==> config.mk <==
export PLATFORM = sky130hd
export DESIGN_NAME = mul_share_arb
export DESIGN_NICKNAME = d
export VERILOG_FILES = /design/src/rtl/mul_arb_pkg.sv /design/src/rtl/mul_subexpression_dsr.sv /design/src/rtl/mul_share_arb.sv
export SDC_FILE = /design/constraint.sdc
export NUM_CORES = 1
export LEC_CHECK = 0
export CAP_MARGIN = 20
export CORE_AREA = 2 2 120 122
export DETAILED_ROUTE_END_ITERATION = 7
export DIE_AREA = 0 0 122 124
export SETUP_SLACK_MARGIN = 0.02
export SYNTH_ARGS = -nofsm -noshare
export SYNTH_HDL_FRONTEND = slang
export SYNTH_HIERARCHICAL = 1
export SYNTH_SLANG_ARGS = --single-unit
export TNS_END_PERCENT = 10
==> constraint.sdc <==
create_clock -name clk -period 9.65 [get_ports clk]
set_clock_uncertainty 0.05 [all_clocks]
set_input_delay 1.93 -clock clk [delete_from_list [all_inputs] [get_ports clk]]
set_output_delay 1.93 -clock clk [all_outputs]
set_load 0.03 [all_outputs]
==> src/rtl/mul_arb_pkg.sv <==
// Shared widths, operand payload type and arbitration helpers for the
// shared-multiplier scheduler.
package mul_arb_pkg;

    localparam int unsigned OPW          = 8;
    localparam int unsigned PRW          = 16;
    localparam int unsigned NREQ_DEFAULT = 4;
    localparam int unsigned NREQ_MAX     = 8;
    localparam int unsigned PTRW_MAX     = 3;

    typedef struct packed {
        logic [OPW-1:0] a;
        logic [OPW-1:0] b;
    } operands_t;

    // First set bit of vld at or after ptr, wrapping modulo nreq; one-hot or zero.
    function automatic logic [NREQ_MAX-1:0] rr_pick(
        input logic [NREQ_MAX-1:0] vld,
        input logic [PTRW_MAX-1:0] ptr,
        input int unsigned         nreq
    );
        logic [NREQ_MAX-1:0] gnt;
        logic                found;
        int unsigned         idx;
        gnt   = '0;
        found = 1'b0;
        for (int unsigned k = 0; k < NREQ_MAX; k++) begin
            idx = (32'(ptr) + k) % nreq;
            if (k < nreq && !found && vld[idx[PTRW_MAX-1:0]]) begin
                gnt[idx[PTRW_MAX-1:0]] = 1'b1;
                found                  = 1'b1;
            end
        end
        return gnt;
    endfunction

    function automatic logic [PTRW_MAX-1:0] oh_to_idx(input logic [NREQ_MAX-1:0] oh);
        logic [PTRW_MAX-1:0] idx;
        idx = '0;
        for (int unsigned i = 0; i < NREQ_MAX; i++) begin
            if (oh[i]) begin
                idx = idx | PTRW_MAX'(i);
            end
        end
        return idx;
    endfunction

endpackage

==> src/rtl/mul_subexpression_dsr.sv <==
// Combinational 8x8 unsigned multiplier with full-width product.
module mul_subexpression_dsr
    import mul_arb_pkg::*;
(
    input  logic [OPW-1:0] a_i,
    input  logic [OPW-1:0] b_i,
    output logic [PRW-1:0] product_o
);

    assign product_o = PRW'(a_i) * PRW'(b_i);

endmodule

==> src/rtl/mul_share_arb.sv <==
// Round-robin scheduler sharing one multiplier among NREQ requesters through
// an operand stage and a product stage, with full response backpressure.
module mul_share_arb
    import mul_arb_pkg::*;
#(
    parameter int unsigned NREQ = NREQ_DEFAULT,
    parameter int unsigned IDW  = $clog2(NREQ)
) (
    input  logic                 clk,
    input  logic                 rst_n,
    input  logic [NREQ-1:0]      req_valid,
    output logic [NREQ-1:0]      req_ready,
    input  logic [NREQ*OPW-1:0]  req_a,
    input  logic [NREQ*OPW-1:0]  req_b,
    output logic                 rsp_valid,
    input  logic                 rsp_ready,
    output logic [IDW-1:0]       rsp_id,
    output logic [PRW-1:0]       rsp_product
);

    logic                s1_valid_q, s1_valid_d;
    operands_t           s1_ops_q, s1_ops_d;
    logic [IDW-1:0]      s1_id_q, s1_id_d;
    logic                s2_valid_q, s2_valid_d;
    logic [PRW-1:0]      s2_product_q, s2_product_d;
    logic [IDW-1:0]      s2_id_q, s2_id_d;
    logic [IDW-1:0]      ptr_q, ptr_d;

    logic                stall_c;
    logic                adv_c;
    logic                grant_en_c;
    logic                any_gnt_c;
    logic [NREQ_MAX-1:0] pick_c;
    logic [PTRW_MAX-1:0] gnt_idx_c;
    logic [PRW-1:0]      mul_p_c;

    // Stages only freeze when both are full and the consumer refuses.
    assign stall_c    = s2_valid_q & ~rsp_ready & s1_valid_q;
    assign adv_c      = ~s2_valid_q | rsp_ready;
    assign grant_en_c = rst_n & ~stall_c;

    assign pick_c    = rr_pick(NREQ_MAX'(req_valid), PTRW_MAX'(ptr_q), NREQ);
    assign any_gnt_c = |pick_c;
    assign gnt_idx_c = oh_to_idx(pick_c);
    assign req_ready = grant_en_c ? pick_c[NREQ-1:0] : '0;

    mul_subexpression_dsr u_mul (
        .a_i       (s1_ops_q.a),
        .b_i       (s1_ops_q.b),
        .product_o (mul_p_c)
    );

    always_comb begin
        s1_valid_d   = s1_valid_q;
        s1_ops_d     = s1_ops_q;
        s1_id_d      = s1_id_q;
        s2_valid_d   = s2_valid_q;
        s2_product_d = s2_product_q;
        s2_id_d      = s2_id_q;
        ptr_d        = ptr_q;

        // s1 is free (empty or moving on): take a new grant or go empty.
        if (!stall_c) begin
            s1_valid_d = any_gnt_c;
            if (any_gnt_c) begin
                s1_ops_d.a = req_a[32'(gnt_idx_c)*OPW +: OPW];
                s1_ops_d.b = req_b[32'(gnt_idx_c)*OPW +: OPW];
                s1_id_d    = IDW'(gnt_idx_c);
                ptr_d      = IDW'((32'(gnt_idx_c) + 32'd1) % NREQ);
            end
        end

        // Data only reloads on a real transfer so the response holds otherwise.
        if (adv_c) begin
            s2_valid_d = s1_valid_q;
            if (s1_valid_q) begin
                s2_product_d = mul_p_c;
                s2_id_d      = s1_id_q;
            end
        end
    end

    always_ff @(posedge clk or negedge rst_n) begin
        if (!rst_n) begin
            s1_valid_q   <= 1'b0;
            s1_ops_q     <= '0;
            s1_id_q      <= '0;
            s2_valid_q   <= 1'b0;
            s2_product_q <= '0;
            s2_id_q      <= '0;
            ptr_q        <= '0;
        end else begin
            s1_valid_q   <= s1_valid_d;
            s1_ops_q     <= s1_ops_d;
            s1_id_q      <= s1_id_d;
            s2_valid_q   <= s2_valid_d;
            s2_product_q <= s2_product_d;
            s2_id_q      <= s2_id_d;
            ptr_q        <= ptr_d;
        end
    end

    assign rsp_valid   = s2_valid_q;
    assign rsp_product = s2_product_q;
    assign rsp_id      = s2_id_q;

endmodule

==> run_results.csv <==
group,metric,value,unit
yosys,netlist_instances,452,
route,wl_per_cell,15.34,um
critical_path,required,7.67,ns
clock_network,postCtsSetupRepairBufs,0,
yosys,ys_types,58,
yosys,yosys_most_used_dff,"dfrtp_1",
route,drt_wl_total,11060,um
route,firstDrtPassIters,4,
critical_path,criticalPathCategory,"in2out",
finish,stdcell_area,0.005821,mm2
finish,final_cell_mix,"clkdlybuf4s50_1, inv_1, nand2_1",
floorplan,die_w,122,um
finish,final_util,42.43,%
floorplan,initial_core_util,33.50,%
yosys,synth_warnings,6,
yosys,ys_ff_latch,40,
finish,drive_above_1_share,12.01,%
clock_network,clock-sinks,40,
critical_path,cp_slowest_cell,"clkdlybuf4s50_1",
finish,area_growth,26.65,%
worst_hold_path,hold_path.class,"reg2reg",
global_routing,grt.total_usage,15.15,%
yosys,synth_top_family_by_area,"adder cells",
clock_network,cts_buffer_depth,2,
placed_design,place_area,0.005643,mm2
sta,setup_viol_count_final,0,
yosys,avgSynthCellArea,10.17,um2
yosys,synth_area,0.004596,mm2
yosys,seq_area_frac_synth,21.78,%
global_routing,antenna_found_initial,0,
global_routing,grt_max_degree,42,
yosys,synthMuxAreaShare,10.10,%
critical_path,worstPathArrival,4.79,ns
clock_network,cts_resized,0,
route,drc_errors,0,
critical_path,cp-end-kind,"output port",
global_routing,overflow,0,
floorplan,placementRows,43,
clock_network,cts_tree,"built",
placed_design,dp_hpwl,8574,um
clock_network,ctsHtreeMaxLevel,2,
sta,hold_viol_final,0,
yosys,synth_edf_count,0,
finish,nets,689,
clock_network,root_buffer,"clkbuf_16",
sta,finalSetupTns,0,ns
yosys,syn_nets,601,
critical_path,max_stage_delay,0.68,ns
yosys,synth-compound-area-share,16.50,%
critical_path,path_max_fanout,11,
placed_design,portBuffers,93,
sta,fin_crit,6.770,ns
global_routing,grt_pass1_vias,3779,
floorplan,core-area,0.01372,mm2
finish,final_common_cell,"clkdlybuf4s50_1",
sta,slew_headroom,32.95,%
clock_network,clkSlewWorstSetupHoldPaths,0.06,ns
sta,rsz0062_at_grt,"no",
clock_network,clk_latency,0.29,ns
finish,antenna_cells,0,
floorplan,die_area,0.01513,mm2
route,vias_per_cell,4.992,
clock_network,postCtsHoldBufs,0,
global_routing,grt_pass1_wl,18320,um
floorplan,ios,94,
placed_design,gp_congestion,0.8564,
sta,period_share,70.15,%
sta,tightest_slew,1.006,ns
run,cap_violations,0,
sta,max_freq,147.7,MHz
yosys,synth-simple-area-share,15.38,%
sta,final_max_slew_viol_count,0,
critical_path,crit_chain,"clkdlybuf4s50_1 -> mux4_2 -> nor4b_2 -> and2_1 -> a211oi_1 -> nor2_1 -> clkdlybuf4s50_1",
floorplan,dieHeight,124,um
yosys,synth-adder-area-share,27.12,%
critical_path,cpMostUsedCell,"clkdlybuf4s50_1",
critical_path,worstSetupStartpointType,"input port",
route,drt_iter0_drc,157,
route,detail-route-antenna-nets,0,
yosys,synthXorXnorAreaFrac,2.287,%
status,outcome,"finished, final reports clean",
route,vias,3599,
clock_network,numCtsBuffers,5,
yosys,synth-async-reset-ratio,100.0,%
==> state kept, by name (all words and copies together) (netlist names) <==
signal and flops:
rsp_id 2, s1_id_q 2, s1_valid_q 1, ptr_q 2
s1_ops_q 16, rsp_product 16, rsp_valid 1
==> Yosys cell counts, types with 2 or more instances <==
cell type  instances  area, um2
a211o_1            2      17.52
buf_6              7      78.83
ha_1              42      525.5
a21o_1            18      135.1
inv_1             52      195.2
and3_1             4      25.02
xor2_1             5      43.79
buf_2              3      15.01
a221oi_2          16      240.2
o21ai_1            2      10.01
o21a_1             5      37.54
a21oi_2            3      26.28
xnor2_1            7      61.31
mux2i_1           16      160.2
nand2b_1           2      12.51
dfrtp_1           40       1001
mux2_2            18      202.7
nand3b_1           2      15.01
o21ai_0            3      15.01
nor2_1            10      37.54
mux4_2             4      90.09
nor3_1             2      10.01
nand3_1            2      10.01
a21oi_1           21      105.1
fa_1              36      720.7
and2_1            48      300.3
clkbuf_1           3      11.26
nand2_1           49      183.9
==> stage by stage <==
stage / std cells / hold slack, ns / worst slack [ns]
final: 721 / 0.4363 / 2.880
after global routing: 721 / 0.4701 / 2.692
after CTS: 721 / 0.4452 / 2.906
after detailed placement: 713 / 0.4307 / 2.905
after global placement: 713 / 0.4193 / 3.040
after floorplan: 452 / 0.4008 / 4.004
==> metal layers <==
layer | track usage [%] | up-vias | share of wire, %
met5 | 0 | - | 0
met4 | 3.305 | 0 | 0.94
met3 | 2.427 | 8 | 4.4
met2 | 27.06 | 82 | 51
met1 | 19.30 | 1782 | 43
li1 | - | 1727 | -
==> worst max-delay path, delay by kind of cell <==
kind / cells / cell delay (ns)
AND/OR/NAND/NOR: 3 / 0.98
buffers and inverters: 2 / 1.14
multiplexers: 1 / 0.61
AO/OA/AOI/OAI: 1 / 0.12
==> final cells by class <==
cell class	instances	area, um2
fillers	1321	7899
clock inverters	2	38.79
clock buffers	6	138.9
repair buffers	95	940.9
well taps	180	225.2
inverters	52	195.2
flip-flops and latches	40	1001
multi-input cells	346	3281
==> cell families (layout without fill, tap and decap cells) <==
group / after synthesis / after routing
compound gates: 86 / 86
mux: 39 / 39
buf+inv: 66 / 155
simple gates: 131 / 131
fa+ha+maj: 78 / 78
flops: 40 / 40
xor+xnor: 12 / 12
==> final timing paths <==
check                              from               to  slack [ns]  depth (start not counted)
hold / removal               s1_id_q[1]       s1_id_q[1]        0.44                          2
setup reg to reg           s1_ops_q[12]  rsp_product[11]        5.11                         16
max in group asynchronous         rst_n      s1_ops_q[4]        7.52                          2
min in group asynchronous         rst_n  rsp_product[14]        1.66                          2
setup / recovery           req_valid[3]     req_ready[2]        2.88                          7
hold reg to reg              s1_id_q[1]       s1_id_q[1]        0.44                          2
Power is not shown: default switching activity piles up to over one toggle a cycle in this logic, so the estimate is an artifact.
